## config.mk

```make
export PLATFORM = sky130hd
export DESIGN_NAME = riscv_lsu
export DESIGN_NICKNAME = d
export VERILOG_FILES = /design/src/rtl/riscv_pkg.sv /design/src/rtl/riscv_lsu_align.sv /design/src/rtl/riscv_lsu.sv
export SDC_FILE = /design/constraint.sdc
export NUM_CORES = 1
export LEC_CHECK = 0
export ABC_AREA = 0
export BUFFER_PORTS_ARGS = -buffer_cell sky130_fd_sc_hd__buf_2
export CORE_ASPECT_RATIO = 0.5
export CORE_MARGIN = 10
export CORE_UTILIZATION = 45
export DETAILED_ROUTE_END_ITERATION = 10
export GPL_ROUTABILITY_DRIVEN = 0
export PLACE_DENSITY = 0.76
export SYNTH_ARGS = -nofsm -noshare
export SYNTH_HDL_FRONTEND = slang
export SYNTH_SLANG_ARGS = --single-unit
```

## constraint.sdc

```tcl
create_clock -name clk_i -period 1.7 [get_ports clk_i]
set_input_delay 0.425 -clock clk_i [delete_from_list [all_inputs] [get_ports clk_i]]
set_output_delay 0.425 -clock clk_i [all_outputs]
set_load 0.005 [all_outputs]
```

## src/rtl/riscv_pkg.sv

```systemverilog
// Shared RV32I definitions: load/store size codes (funct3 encoding) and LSU state type.
package riscv_pkg;

    localparam logic [2:0] LDST_B  = 3'd0;
    localparam logic [2:0] LDST_H  = 3'd1;
    localparam logic [2:0] LDST_W  = 3'd2;
    localparam logic [2:0] LDST_BU = 3'd4;
    localparam logic [2:0] LDST_HU = 3'd5;

    typedef enum logic [1:0] {
        IDLE,
        WAIT,
        DONE
    } lsu_state_t;

    // Unused size codes fall into the word case, so they need full word alignment.
    function automatic logic lsu_misaligned(input logic [2:0] size, input logic [1:0] addr_lo);
        case (size)
            LDST_B, LDST_BU: return 1'b0;
            LDST_H, LDST_HU: return addr_lo[0];
            default:         return addr_lo != 2'b00;
        endcase
    endfunction

endpackage

```

## src/rtl/riscv_lsu_align.sv

```systemverilog
// Combinational lane logic: byte enables, store-data replication and load extension.
module riscv_lsu_align
    import riscv_pkg::*;
(
    input  logic [2:0]  size,
    input  logic [1:0]  addr_lo,
    input  logic [31:0] wd,
    input  logic [31:0] rd_word,
    output logic [3:0]  be,
    output logic [31:0] wd_rep,
    output logic [31:0] rd_ext
);

    logic [7:0]  rd_byte;
    logic [15:0] rd_half;

    always_comb begin
        be      = 4'b1111;
        wd_rep  = wd;
        rd_ext  = rd_word;
        rd_byte = rd_word[{addr_lo, 3'b000} +: 8];
        rd_half = addr_lo[1] ? rd_word[31:16] : rd_word[15:0];
        case (size)
            LDST_B, LDST_BU: begin
                be     = 4'b0001 << addr_lo;
                wd_rep = {4{wd[7:0]}};
                rd_ext = (size == LDST_B) ? {{24{rd_byte[7]}}, rd_byte} : {24'b0, rd_byte};
            end
            LDST_H, LDST_HU: begin
                be     = addr_lo[1] ? 4'b1100 : 4'b0011;
                wd_rep = {2{wd[15:0]}};
                rd_ext = (size == LDST_H) ? {{16{rd_half[15]}}, rd_half} : {16'b0, rd_half};
            end
            default: ;
        endcase
    end

endmodule

```

## src/rtl/riscv_lsu.sv

```systemverilog
// Load-store unit: one access at a time, stalls the core until the bus completes.
// Optional RISCV_LSU_MISALIGN_CHECK_EN rejects misaligned H/W accesses via misaligned_o.
module riscv_lsu
    import riscv_pkg::*;
(
    input  logic        clk_i,
    input  logic        rst_ni,
    input  logic        core_req_i,
    input  logic        core_we_i,
    input  logic [2:0]  core_size_i,
    input  logic [31:0] core_addr_i,
    input  logic [31:0] core_wd_i,
    output logic [31:0] core_rd_o,
    output logic        core_stall_o,
    output logic        mem_req_o,
    output logic        mem_we_o,
    output logic [3:0]  mem_be_o,
    output logic [31:0] mem_addr_o,
    output logic [31:0] mem_wd_o,
    input  logic [31:0] mem_rd_i,
    input  logic        mem_ready_i
`ifdef RISCV_LSU_MISALIGN_CHECK_EN
    ,
    output logic        misaligned_o
`endif
);

    lsu_state_t  state_q, state_d;
    logic        we_q;
    logic [2:0]  size_q;
    logic [31:0] addr_q;
    logic [31:0] wd_q;
    logic [31:0] core_rd_q;
    logic        legal;
    logic        accept;
    logic        in_wait;
    logic [3:0]  be;
    logic [31:0] wd_rep;
    logic [31:0] rd_ext;

`ifdef RISCV_LSU_MISALIGN_CHECK_EN
    assign legal        = !lsu_misaligned(core_size_i, core_addr_i[1:0]);
    assign misaligned_o = (state_q == IDLE) && core_req_i && !legal;
`else
    assign legal = 1'b1;
`endif

    always_comb begin
        state_d = state_q;
        accept  = 1'b0;
        case (state_q)
            IDLE: begin
                if (core_req_i && legal) begin
                    accept  = 1'b1;
                    state_d = WAIT;
                end
            end
            WAIT:    if (mem_ready_i) state_d = DONE;
            DONE:    state_d = IDLE;
            default: state_d = IDLE;
        endcase
    end

    always_ff @(posedge clk_i or negedge rst_ni) begin
        if (!rst_ni) begin
            state_q   <= IDLE;
            we_q      <= 1'b0;
            size_q    <= '0;
            addr_q    <= '0;
            wd_q      <= '0;
            core_rd_q <= '0;
        end else begin
            state_q <= state_d;
            if (accept) begin
                we_q   <= core_we_i;
                size_q <= core_size_i;
                addr_q <= core_addr_i;
                wd_q   <= core_wd_i;
            end
            if (in_wait && mem_ready_i && !we_q) core_rd_q <= rd_ext;
        end
    end

    riscv_lsu_align u_align (
        .size    (size_q),
        .addr_lo (addr_q[1:0]),
        .wd      (wd_q),
        .rd_word (mem_rd_i),
        .be      (be),
        .wd_rep  (wd_rep),
        .rd_ext  (rd_ext)
    );

    // Bus outputs are forced to zero outside WAIT so reset/idle values are all-zero.
    assign in_wait      = (state_q == WAIT);
    assign core_stall_o = accept || in_wait;
    assign mem_req_o    = in_wait;
    assign mem_we_o     = in_wait && we_q;
    assign mem_be_o     = in_wait ? be : '0;
    assign mem_addr_o   = in_wait ? {addr_q[31:2], 2'b00} : '0;
    assign mem_wd_o     = in_wait ? wd_rep : '0;
    assign core_rd_o    = core_rd_q;

endmodule

```

==> results summary, run 1 <==
The share of the yosys chip area belonging to registers came out at 0.445. By area the synthesized netlist is led by dfrtp_1, mux2_2, and2_1, a221oi_2, mux2i_1. The average routed wire per standard cell is 23.2 um. The layout overhead on the synthesized area is 52.2%.

The area of all sequential standard cells is 2550 um2. The H-tree was split into 3 levels. For this run, the total global-route usage over all layers was measured as 0.191. STA classifies the critical path endpoint as a primary output.

The largest net degree at the start of global routing is 50. The floorplan die area is between 15000 and 20000 um2. The final worst-path cycle share came out at 1.20. The global-route wire length before repair came out at 28100 um.

After global routing the overflow that remains totals 0. The number of slew-limit violations in the final report came out at 0. The final setup skew came out at 0.00874 ns. The startpoint identified for the worst hold timing path is core_wd_i[13]. The most instantiated library cell after synthesis is dfrtp_1.

The final setup violation count came out at ~130. The commonest cells after synthesis are dfrtp_1, mux2_2, nor2_1. The clock latency on the worst-skew pair came out at 0.35 ns. The number of antenna-violating nets in the routed design came out at 0. Counting flops with a built-in enable in the synthesized netlist gives 0. The slowest stage of the critical path is the dfrtp_2 cell. The switching power total came out at between 5 and 6 mW. The clock period minus final worst setup slack came out at roughly 2.0 ns.

The netlist area before placement came out at around 5700 um2. The tree is rooted in a clkbuf_16. The maximum cell stage delay along the critical path is about 0.46 ns. Synthesis produced roughly 500 cells. The worst hold path endpoint is wd_q[13]$_DFFE_PN0P_. STA classifies the critical path startpoint as a flip-flop.

The largest driver fanout on the critical path came out at 6. The sequential group share of total power came out at 0.291. The number of unique standard cell types used by synthesis is 40. The via count of the first global-routing pass came to ~5100.

The layout net count came out at 856. STA puts the critical path data arrival time at 1.62 ns. The type of the setup path with the least slack is reg -> out. The run finished, with violations left. For this run, the leading register cell type out of synthesis is dfrtp_1.

Of all cell types, the one taking the most synthesized area is dfrtp_1. The type of the worst min-delay path is in -> reg. a little over 200 I/O pins were placed. On the final layout, the worst hold slack is 0.306 ns. The relative contribution of the clock network to total power came out at 0.135. During placement, the flow inserted port buffers numbering roughly 200.

The critical path goes through buf_8, mux2_4, mux2i_1, nor2_1, buf_2. The fraction of layout cells with a size suffix above 1 came out at 0.597. The initial DRC count came out at a little over 500. Setup repair after global routing could not meet its margin everywhere. The effective utilization at floorplan came out at 0.457. Counting the buffers created by CTS gives 9.

Setup slack on the critical path of the routed design comes to -0.344 ns. The maximum number of buffers from clock root to sink came out at 2. The startpoint identified for the worst register-to-register timing path is state_q[1]$_DFFE_PN0P_. The number of rows created at floorplan is 29. The HPWL after detailed placement is around 13000 um.

The clock transition at the register clock pins on the worst setup and hold paths after CTS came out at approximately 0.070 ns. The mean post-synth cell area came out at approximately 11 um2. The die width is between 150 and 200 um.

The worst register-to-register path ends at addr_q[17]$_DFFE_PN0P_. The via count of the routed design is about 5200. The initial antenna violation count came out at 3. The number of vias per cell came out at about 5.6.

The internal power of the cells is 9.48 mW. Fill cells in the final layout number around 890. The max-capacitance violation count came out at 0. Counting instances, the worst hold path has a depth of 2.

The switching part of the total power came out at 0.372. The total number of clock tree sinks came out at approximately 100. The vertical extent of the die came out at between 90 and 100 um. TritonCTS built the clock tree. The upper clock frequency limit is 489 MHz. The summed negative setup slack over all endpoints came out at -19.72 ns. The worst-case IR drop observed on VDD is ~800 uV.

The data required time at the worst endpoint is around 1.3 ns. The region available for standard cell placement spans 12600 um2. The length of the first detailed-routing pass in iterations came out at 7. The area of the multi-input gates came out at ~3400 um2. The power per standard cell area came out at ~1700 nW/um2.

The share of total power dissipated in combinational logic is 0.574. Measured in cells, the most critical reg-to-reg path has a length of 7. The final reports fail on negative setup slack. The fraction of synthesis flops using an asynchronous set or reset pin is 1.00. The minimum setup slack among reg-to-reg paths is -0.11 ns. The share of synthesized area in the top cell type comes to 0.445.

In this run the static leakage power is 4.26 nW. The number of remaining DRC errors came out at 0. The number of warnings issued by yosys is 0. The aggregate routed wire length came out at roughly 22000 um. The total count of hold-check failures in the final report is 0.

The flip-flop and latch count after synthesis is 102.
==> state kept, by name, indices dropped and copies added (netlist names) <==
name,count
core_rd_o,32
wd_q,32
size_q,3
state_q,2
addr_q,32
we_q,1
==> metal layers <==
metal | up-vias | GRT usage | part of all wire
li1 | 2343 | - | -
met1 | 2601 | 0.232 | 0.40
met2 | 237 | 0.341 | 0.51
met3 | 45 | 0.0478 | 0.064
met4 | 0 | 0.0360 | 0.024
met5 | - | 0 | 0
==> kinds of logic (layout without fill, tap and decap cells) <==
group	Yosys count	count (layout)	synth area share
simple gates	146	146	0.139
buf+inv	57	304	0.0580
compound gates	100	100	0.158
other cells	1	5	0.000654
flops	102	102	0.445
mux	103	103	0.199
==> power groups by stage <==
stage	combinational, mW	clock [mW]	sequential, mW
2_1_floorplan	3.92	0	4.08
3_3_place_gp	5.94	0	4.19
3_5_place_dp	6.10	0	4.25
4_1_cts	7.15	2.06	4.26
5_1_grt	9.22	2.17	4.52
6_report	8.66	2.04	4.40
==> how the worst max path moves through the flow <==
stage	start	to
6_report	size_q[0]$_DFFE_PN0P_	mem_wd_o[26]
5_1_grt	size_q[0]$_DFFE_PN0P_	mem_wd_o[28]
4_1_cts	size_q[0]$_DFFE_PN0P_	mem_wd_o[26]
3_5_place_dp	mem_rd_i[31]	core_rd_o[19]$_DFFE_PN0P_
3_3_place_gp	mem_rd_i[31]	core_rd_o[19]$_DFFE_PN0P_
2_1_floorplan	size_q[0]$_DFFE_PN0P_	mem_be_o[1]
==> placed cells by master (no fill, tap or decap), drive strengths merged <==
| master | netlist | layout |
|---|---|---|
| nand4bb | 1 | 1 |
| buf | 34 | 272 |
| nor2b | 9 | 9 |
| a32oi | 1 | 1 |
| and3b | 1 | 1 |
| or2 | 2 | 2 |
| nand2 | 16 | 16 |
| diode | 0 | 3 |
| clkbuf | 15 | 18 |
| dlygate4sd3 | 0 | 1 |
| a22o | 7 | 7 |
| o21bai | 1 | 1 |
| nand2b | 2 | 2 |
| a22oi | 1 | 1 |
| and2 | 47 | 47 |
| dfrtp | 102 | 102 |
| a211oi | 1 | 1 |
| mux2i | 24 | 24 |
| or2b | 1 | 1 |
| a222oi | 8 | 8 |
| mux2 | 79 | 79 |
| a31oi | 9 | 9 |
| nor3b | 10 | 10 |
| inv | 8 | 8 |
| a21boi | 16 | 16 |
| conb | 1 | 2 |
| nor2 | 52 | 52 |
| clkinv | 0 | 5 |
| a221oi | 39 | 39 |
| a21oi | 9 | 9 |
| nor3 | 3 | 3 |
| o21ai | 8 | 8 |
| nor4b | 1 | 1 |
| and4bb | 1 | 1 |
==> stage by stage <==
step	setup WS, ns	total power, mW	utilization	instance area (um2)	cells
finish	-0.344	15.1	0.696	8730	930
global route	-0.413	15.9	0.696	8730	930
CTS	-0.314	13.5	0.630	7900	905
detailed placement	-0.332	10.3	0.564	7090	874
global placement	-0.310	10.1	0.564	7090	874
floorplan	0.0411	8.00	-	5740	510
==> layout make-up <==
cell class              count  share of cell area
diodes                      3            0.000860
clock buffers              11              0.0289
clock inverters             5             0.00373
flip-flops and latches    102               0.293
inverters                   8             0.00487
well taps                 170              0.0244
multi-input cells         351               0.385
repair buffers            280               0.259
==> worst max-delay path: cells and delay by family (launching register included) <==
family	cells	cell delay (ns)
buf+inv	2	0.31
flops	1	0.46
simple gates	1	0.06
mux	2	0.46
==> repair_timing <==
item,in CTS,in global routing
gates cloned,4,13
setup buffers,10,9
hold buffers,1,0
gates resized for setup,80,124
pin swaps,28,14
hold endpoints to repair,11,0
setup endpoints to repair,92,149
No activity file was read; power rests on OpenSTA's default activity.
==> run 2: changes to the inputs <==
--- a/config.mk
+++ b/config.mk
@@ -12,7 +12,9 @@
 export CORE_UTILIZATION = 45
 export DETAILED_ROUTE_END_ITERATION = 10
 export GPL_ROUTABILITY_DRIVEN = 0
-export PLACE_DENSITY = 0.76
+export PLACE_DENSITY = 0.77
+export SLEW_MARGIN = 20
 export SYNTH_ARGS = -nofsm -noshare
 export SYNTH_HDL_FRONTEND = slang
+export SYNTH_HIERARCHICAL = 1
 export SYNTH_SLANG_ARGS = --single-unit
==> run 2 against run 1 <==
The flow still finishes with violations (negative setup slack). Worst setup slack better by 0.014 ns. Total power is 15% higher. Global-route usage is 0.60 points lower. Clock skew is 0.0026 ns lower. Design area is 2.1% lower. Sequential share of layout area is 0.68 points higher. Critical path depth stayed put. First-iteration DRC count is 44% lower. Sequential cell count stayed put. Synthesized cell count is 5.1% lower. Critical endpoint is now mem_wd_o[30]. Largest power group unchanged. Highest routed layer unchanged.
==> results summary, run 2 <==
Status: finished with violations (unchanged). Violations in the final reports: negative setup slack (unchanged). The type of element capturing the critical path is a primary output (unchanged). The largest net degree at the start of global routing was 36 (was 50). The via count of the routed design was 4726 (was 5226). The type of the setup path with the least slack is reg -> out (unchanged). The clock period minus final worst setup slack is 2.03 ns (was 2.04 ns). The layout overhead on the synthesized area was 55.5% (was 52.2%). The fraction of layout cells with a size suffix above 1 is 0.643 (was 0.597). The total count of hold-check failures in the final report came out at 0 (unchanged). The final setup violation count came out at 160 (was 134). The post-synthesis xor/xnor area fraction is 0 (unchanged). The die width came out at 176 um (was 180 um). The leakage power of the design is 4.18 nW (was 4.26 nW). The number of top-level design ports came out at 207 (unchanged). The post-synthesis adder-cell area fraction is 0 (unchanged).

The type of the worst min-delay path was in -> reg (unchanged). The length of the first detailed-routing pass in iterations is 5 (was 7). The max-capacitance violation count came out at 0 (unchanged).

The global-route wire length before repair is 25900 um (was 28100 um). The average routed wire per standard cell came out at 22.0 um (was 23.2 um). The met1 routing resource usage after global routing is 0.212 (was 0.232). The power after layout came out at 17.4 mW (was 15.1 mW). The data required time at the worst endpoint is 1.27 ns (about the same). The final setup skew is 0.00612 ns (was 0.00874 ns).

The netlist area before placement came out at 5500 um2 (was 5740 um2). The largest driver fanout on the critical path was 6 (unchanged). The clock latency on the worst-skew pair is 0.34 ns (was 0.35 ns). The family with the most delay on the worst path is flip-flops (unchanged). The number of warnings issued by yosys came out at 6 (was 0). The floorplan die area is 17300 um2 (was 17900 um2). The number of vias per cell came out at 5.34 (was 5.62). The area share of the leading cell type in the synthesized netlist is 0.464 (was 0.445). The count of mapped cells out of synthesis came to 483 (was 509). The initial DRC count is 291 (was 518). The minimum setup slack among reg-to-reg paths is -0.11 ns (about the same). The clock transition at the register clock pins on the worst setup and hold paths after CTS is 0.07 ns (about the same). The share of the yosys chip area belonging to registers was 0.464 (was 0.445). The aggregate routed wire length came out at 19500 um (was 21600 um). The total number of H-tree levels is 3 (unchanged). The worst hold slack is 0.300 ns (was 0.306 ns). The CTS tree was built (unchanged). The vertical extent of the die came out at 98.2 um (was 99.8 um).

The number of rows created at floorplan came out at 28 (was 29). The met2 track utilization from global routing was 0.325 (was 0.341). The number of slew-limit violations in the final report is 0 (unchanged).

The power per standard cell area is 2030 nW/um2 (was 1730 nW/um2). The number of unique standard cell types used by synthesis was 35 (was 40). The biggest area consumer among synthesized cells was dfrtp_1 (unchanged). The via count of the first global-routing pass was 4746 (was 5079). The number of inserted filler cells in the final layout came to 773 (was 894). The number of non-filler instances in the completed layout is 885 (was 930).

The most instantiated library cell after synthesis is dfrtp_1 (unchanged). The combinational family with the most area after synthesis was multiplexers (unchanged). Commonest non-fill, non-tap cells in the layout: buf_2, dfrtp_1, mux2_4 (unchanged). The global router's overall resource usage is 0.185 (was 0.191). Setup repair after global routing missed its margin: true (unchanged). The cell with the largest stage delay on the worst path is dfrtp_2 (unchanged). The worst slack after detailed placement is -0.0854 ns (was -0.332 ns).

The remaining global-route overflow is 0 (unchanged). The flip-flop and latch count after synthesis came out at 102 (unchanged). The buffer and inverter count on the worst path came out at 2 (unchanged).

The maximum cell stage delay along the critical path came out at 0.46 ns (about the same). The most used routing layer is met2 (unchanged). Cell types with the highest counts after synthesis: dfrtp_1, and2_1, mux2_2 (was dfrtp_1, mux2_2, nor2_1). The most common library cell in the layout ignoring fill and taps was buf_2 (unchanged). The area of the core region is 11900 um2 (was 12600 um2). Critical path, cell by cell: buf_8, mux2i_1, o21ai_0, and2_1, buf_2 (was buf_8, mux2_4, mux2i_1, nor2_1, buf_2).

The global-route track usage on met3 was 0.0646 (was 0.0478). The detailed-placement wirelength estimate is 12000 um (was 12700 um). The layout net count came to 818 (was 856). The maximum vdd drop is 883 uV (was 797 uV). The number of antenna-violating nets in the routed design is 0 (unchanged). The final worst-path cycle share is 1.19 (was 1.20). The arrival time at the worst endpoint is 1.61 ns (was 1.62 ns). The mean post-synth cell area came out at 11.4 um2 (was 11.3 um2).

The CTS root buffer is clkbuf_16 (unchanged). Largest cells by area after synthesis: dfrtp_1, mux2_2, mux2_1, and2_1, mux2i_1 (was dfrtp_1, mux2_2, and2_1, a221oi_2, mux2i_1). The synthesized-area fraction occupied by ao, oa, aoi and oai cells came out at 0.0699 (was 0.158).

The share of synthesized area spent on multiplexers is 0.258 (was 0.199). The leading register cell type out of synthesis is dfrtp_1 (unchanged). The upper clock frequency limit is 492 MHz (was 489 MHz). The startpoint type of the worst setup path is a flip-flop (unchanged).

The initial antenna violation count is 3 (unchanged). The number of remaining DRC errors is 0 (unchanged). The total number of clock tree sinks came out at 102 (unchanged). The fraction of synthesis flops using an asynchronous set or reset pin came to 1.00 (unchanged).

The number of synthesized flops with an enable pin is 0 (unchanged). The maximum number of buffers from clock root to sink was 2 (unchanged). The simple-gate area share of the yosys netlist was 0.147 (was 0.139). The total instance count after detailed placement came out at 838 (was 874). The worst-case setup margin in the final layout is -0.331 ns (was -0.344 ns). The number of I/O port buffers is 204 (unchanged). The CTS buffer count came out at 9 (unchanged).

The effective utilization at floorplan came out at 0.463 (was 0.457).
-- run 2: cell types whose count changed after synthesis, moves of 9 or more --
cell      previous run  this run
a221oi_2            19         0
nand2_1             16        40
a21boi_0            16         0
nor2b_1              9        19
mux2_1               6        50
a221oi_1            20         1
o22ai_1              0        17
a31oi_1              9         0
nor2_1              51        13
mux2_2              70        59
and2_1              47        68
-- run 2: kinds of logic after synthesis --
logic type             count (synthesis)
AO/OA/AOI/OAI                         49
other                                  1
multiplexers                         127
buffers and inverters                 56
flip-flops                           102
AND/OR/NAND/NOR                      148
-- run 2: final timing paths --
kind	startpoint	end	cells past startpoint
worst max register to register	state_q[1]$_DFFE_PN0P_	addr_q[30]$_DFFE_PN0P_	6
min in group asynchronous	rst_ni	wd_q[23]$_DFFE_PN0P_	2
worst min register to register	core_rd_o[6]$_DFFE_PN0P_	core_rd_o[6]$_DFFE_PN0P_	1
worst min-delay path	core_addr_i[0]	addr_q[0]$_DFFE_PN0P_	2
max in group asynchronous	rst_ni	addr_q[3]$_DFFE_PN0P_	3
worst max-delay path	size_q[0]$_DFFE_PN0P_	mem_wd_o[30]	5
-- run 2: power by group --
part	internal, mW	total [mW]	switching, mW
clock	1.01	2.01	0.992
combinational	6.42	10.7	4.32
sequential	3.67	4.60	0.938
total	11.1	17.4	6.25
-- run 2: area by class of cell --
| cell class | count | area, um2 | area share |
|---|---|---|---|
| multi-input cells | 326 | 3250 | 0.380 |
| inverters | 10 | 37.5 | 0.00439 |
| clock inverters | 7 | 53.8 | 0.00629 |
| repair buffers | 265 | 2220 | 0.259 |
| flip-flops and latches | 102 | 2560 | 0.299 |
| clock buffers | 9 | 225 | 0.0264 |
| well taps | 165 | 206 | 0.0242 |
| diodes | 1 | 2.50 | 0.000293 |
-- run 2: what timing repair did --
item,4_1_cts,5_1_grt
hold buffers,1,0
setup buffers,4,6
pin swaps,4,22
resized for setup,60,157
gates cloned,4,15
endpoints found under the setup margin,83,169
hold endpoints to repair,6,0
-- run 2: per-stage QoR --
step,cell area [um2],setup TNS (ns),util
2_1_floorplan,5510,0,-
3_3_place_gp,6810,-0.0663,0.573
3_5_place_dp,6810,-0.642,0.573
4_1_cts,7450,-16.90,0.627
5_1_grt,8550,-28.81,0.720
6_report,8550,-21.06,0.720
-- run 2: layer usage --
metal,vias to the layer above,part of all wire,wire length [um]
met4,0,0.017,333
li1,2134,-,-
met2,200,0.51,10000
met1,2363,0.38,7490
met3,29,0.084,1640
met5,-,0,0
==> run 3: changes to the inputs <==
==> constraint.sdc (replaced) <==
create_clock -name clk_i -period 1.7 [get_ports clk_i]
set_input_delay 0.17 -clock clk_i [delete_from_list [all_inputs] [get_ports clk_i]]
set_output_delay 0.17 -clock clk_i [all_outputs]
set_load 0.005 [all_outputs]
==> run 3 against run 2 <==
The run still ends with negative setup slack left. Clock power is 9% higher. Critical path depth unchanged. Design area fell by 5.0%. Non-clock buffer count shrank 9. Combinational power fell by 10%. First-iteration DRC count is 21% higher. Hold slack lost 0.27 ns. Worst setup slack improved by 0.25 ns. Via count is 3.5% lower. Sequential power hardly changed. Critical path type unchanged. Critical endpoint is now mem_wd_o[26]. Largest cell class unchanged. Largest power group unchanged.
==> results summary, run 3 (synthesis gave the netlist of run 2 again) <==
The startpoint type of the worst setup path was a flip-flop (unchanged). The area of the multi-input gates came to 3060 um2 (was 3250 um2). The total instance count after detailed placement came out at 828 (was 838). The via count of the first global-routing pass is 4725 (was 4746).

The number of rows created at floorplan is 28 (unchanged). The cell with the largest stage delay on the worst path was dfrtp_2 (unchanged). The cell area reported after detailed placement came out at 6750 um2 (was 6810 um2). The total non-filler cell area in the finished layout came out at 8120 um2 (was 8550 um2). The length of the first detailed-routing pass in iterations is 4 (was 5). The number of inserted filler cells in the final layout came out at 872 (was 773). The maximum vdd drop came to 779 uV (was 883 uV). The family with the most delay on the worst path was flip-flops (unchanged). The type of element capturing the critical path was a primary output (unchanged).

The final worst-path cycle share came out at 1.05 (was 1.19). The power after layout came to 16.4 mW (was 17.4 mW). The CTS tree is built (unchanged). The type of the setup path with the least slack is reg -> out (unchanged).

The aggregate routed wire length came to 17900 um (was 19500 um). The most common library cell in the layout ignoring fill and taps is buf_2 (unchanged). The area of the core region was 11900 um2 (unchanged). The global-route wire length before repair came out at 25300 um (was 25900 um).

The total number of clock tree sinks came to 102 (unchanged). The total count of hold-check failures in the final report came out at 0 (unchanged). The upper clock frequency limit is 562 MHz (was 492 MHz).

The leakage power of the design came out at 3.94 nW (was 4.18 nW). The worst-case setup margin in the final layout came out at -0.0795 ns (was -0.331 ns). The average routed wire per standard cell came to 20.5 um (was 22.0 um).

The worst slack after detailed placement was -0.0532 ns (was -0.0854 ns). Status: finished with violations (unchanged). Commonest non-fill, non-tap cells in the layout: buf_2, dfrtp_1, mux2_2 (was buf_2, dfrtp_1, mux2_4).

The number of slew-limit violations in the final report came to 0 (unchanged). The floorplan die area was 17300 um2 (unchanged). The effective utilization at floorplan came out at 0.463 (unchanged). The number of top-level design ports is 207 (unchanged). The type of the worst min-delay path is in -> reg (unchanged). The minimum setup slack among reg-to-reg paths is -0.05 ns (was -0.11 ns).

The largest driver fanout on the critical path came out at 6 (unchanged). The layout overhead on the synthesized area was 47.7% (was 55.5%). The summed negative setup slack over all endpoints is -1.34 ns (was -21.06 ns).

The buffer and inverter count on the worst path is 2 (unchanged). The CTS root buffer is clkbuf_16 (unchanged). The detailed-placement wirelength estimate was 11700 um (was 12000 um). The vertical extent of the die is 98.2 um (unchanged). The fraction of layout cells with a size suffix above 1 is 0.606 (was 0.643).

The number of vias per cell is 5.21 (was 5.34). The via count of the routed design is 4561 (was 4726). The number of I/O port buffers is 204 (unchanged). The final setup violation count is 53 (was 160). The number of remaining DRC errors is 0 (unchanged). The layout net count came out at 809 (was 818). The core utilization of the finished layout came out at 0.684 (was 0.720). The maximum number of buffers from clock root to sink came out at 2 (unchanged). The max-capacitance violation count came to 0 (unchanged). The largest net degree at the start of global routing came to 58 (was 36).

The total number of H-tree levels came out at 3 (unchanged). The CTS buffer count is 9 (unchanged). The arrival time at the worst endpoint came out at 1.61 ns (about the same). Violations in the final reports: negative setup slack (unchanged). The maximum cell stage delay along the critical path is 0.47 ns (was 0.46 ns). The number of antenna-violating nets in the routed design was 0 (unchanged). The initial antenna violation count is 1 (was 3). The initial DRC count came to 353 (was 291). Setup repair after global routing missed its margin: true (unchanged). The clock period minus final worst setup slack came out at 1.78 ns (was 2.03 ns). The number of non-filler instances in the completed layout is 875 (was 885). The final setup skew is 0.00695 ns (was 0.00612 ns). The clock transition at the register clock pins on the worst setup and hold paths after CTS came out at 0.07 ns (about the same). The global router's overall resource usage is 0.179 (was 0.185). Critical path, cell by cell: buf_12, mux2i_2, o21ai_0, and2_1, buf_2 (was buf_8, mux2i_1, o21ai_0, and2_1, buf_2).

The worst hold slack is 0.0257 ns (was 0.300 ns). The remaining global-route overflow is 0 (unchanged). The clock latency on the worst-skew pair is 0.34 ns (about the same). The area of all sequential standard cells is 2560 um2 (about the same). The data required time at the worst endpoint is 1.53 ns (was 1.27 ns). The power per standard cell area came out at 2020 nW/um2 (was 2030 nW/um2).

The die width is 176 um (unchanged).
-- run 3: cell count changes in the layout (fill, tap and decap cells not counted), moves of 6 or more --
cell,change
mux2_1,+19
buf_6,-7
buf_2,+10
and2_4,-6
and2_1,+6
mux2_4,-42
mux2_2,+23
-- run 3: per-layer routing --
metal  vias up  GRT usage  share of wire  wire (um)
li1       2101          -              -          -
met5         -          0              0          0
met2       158      0.328           0.53       9440
met4         0     0.0356          0.011        205
met3        17     0.0650          0.068       1220
met1      2285      0.196           0.39       7070
-- run 3: timing repair --
action / in CTS / in global routing
hold buffers: 1 / 0
endpoints found under the setup margin: 81 / 98
gates resized for setup: 35 / 116
cloned: 1 / 10
endpoints found under the hold margin: 26 / 0
pin swaps: 3 / 15
buffers inserted: 7 / 12
-- run 3: final cells by class --
type / count / area share
clock buffers: 9 / 0.0277
clock inverters: 6 / 0.0108
multi-input cells: 326 / 0.377
repair buffers: 256 / 0.238
diodes: 1 / 0.000308
flip-flops and latches: 102 / 0.315
inverters: 10 / 0.00462
well taps: 165 / 0.0254
-- run 3: worst paths after layout --
check | startpoint | end | depth (start not counted)
setup / recovery | size_q[0]$_DFFE_PN0P_ | mem_wd_o[26] | 5
hold / removal | mem_ready_i | state_q[0]$_DFFE_PN0P_ | 2
setup reg to reg | addr_q[0]$_DFFE_PN0P_ | core_rd_o[13]$_DFFE_PN0P_ | 6
hold reg to reg | addr_q[7]$_DFFE_PN0P_ | addr_q[7]$_DFFE_PN0P_ | 1
max in group asynchronous | rst_ni | addr_q[1]$_DFFE_PN0P_ | 3
min in group asynchronous | rst_ni | wd_q[27]$_DFFE_PN0P_ | 2
-- run 3: power breakdown --
part / switching [mW] / internal (mW) / total (mW)
Clock: 0.913 / 1.28 / 2.20
Sequential: 0.931 / 3.67 / 4.60
Combinational: 3.94 / 5.67 / 9.61
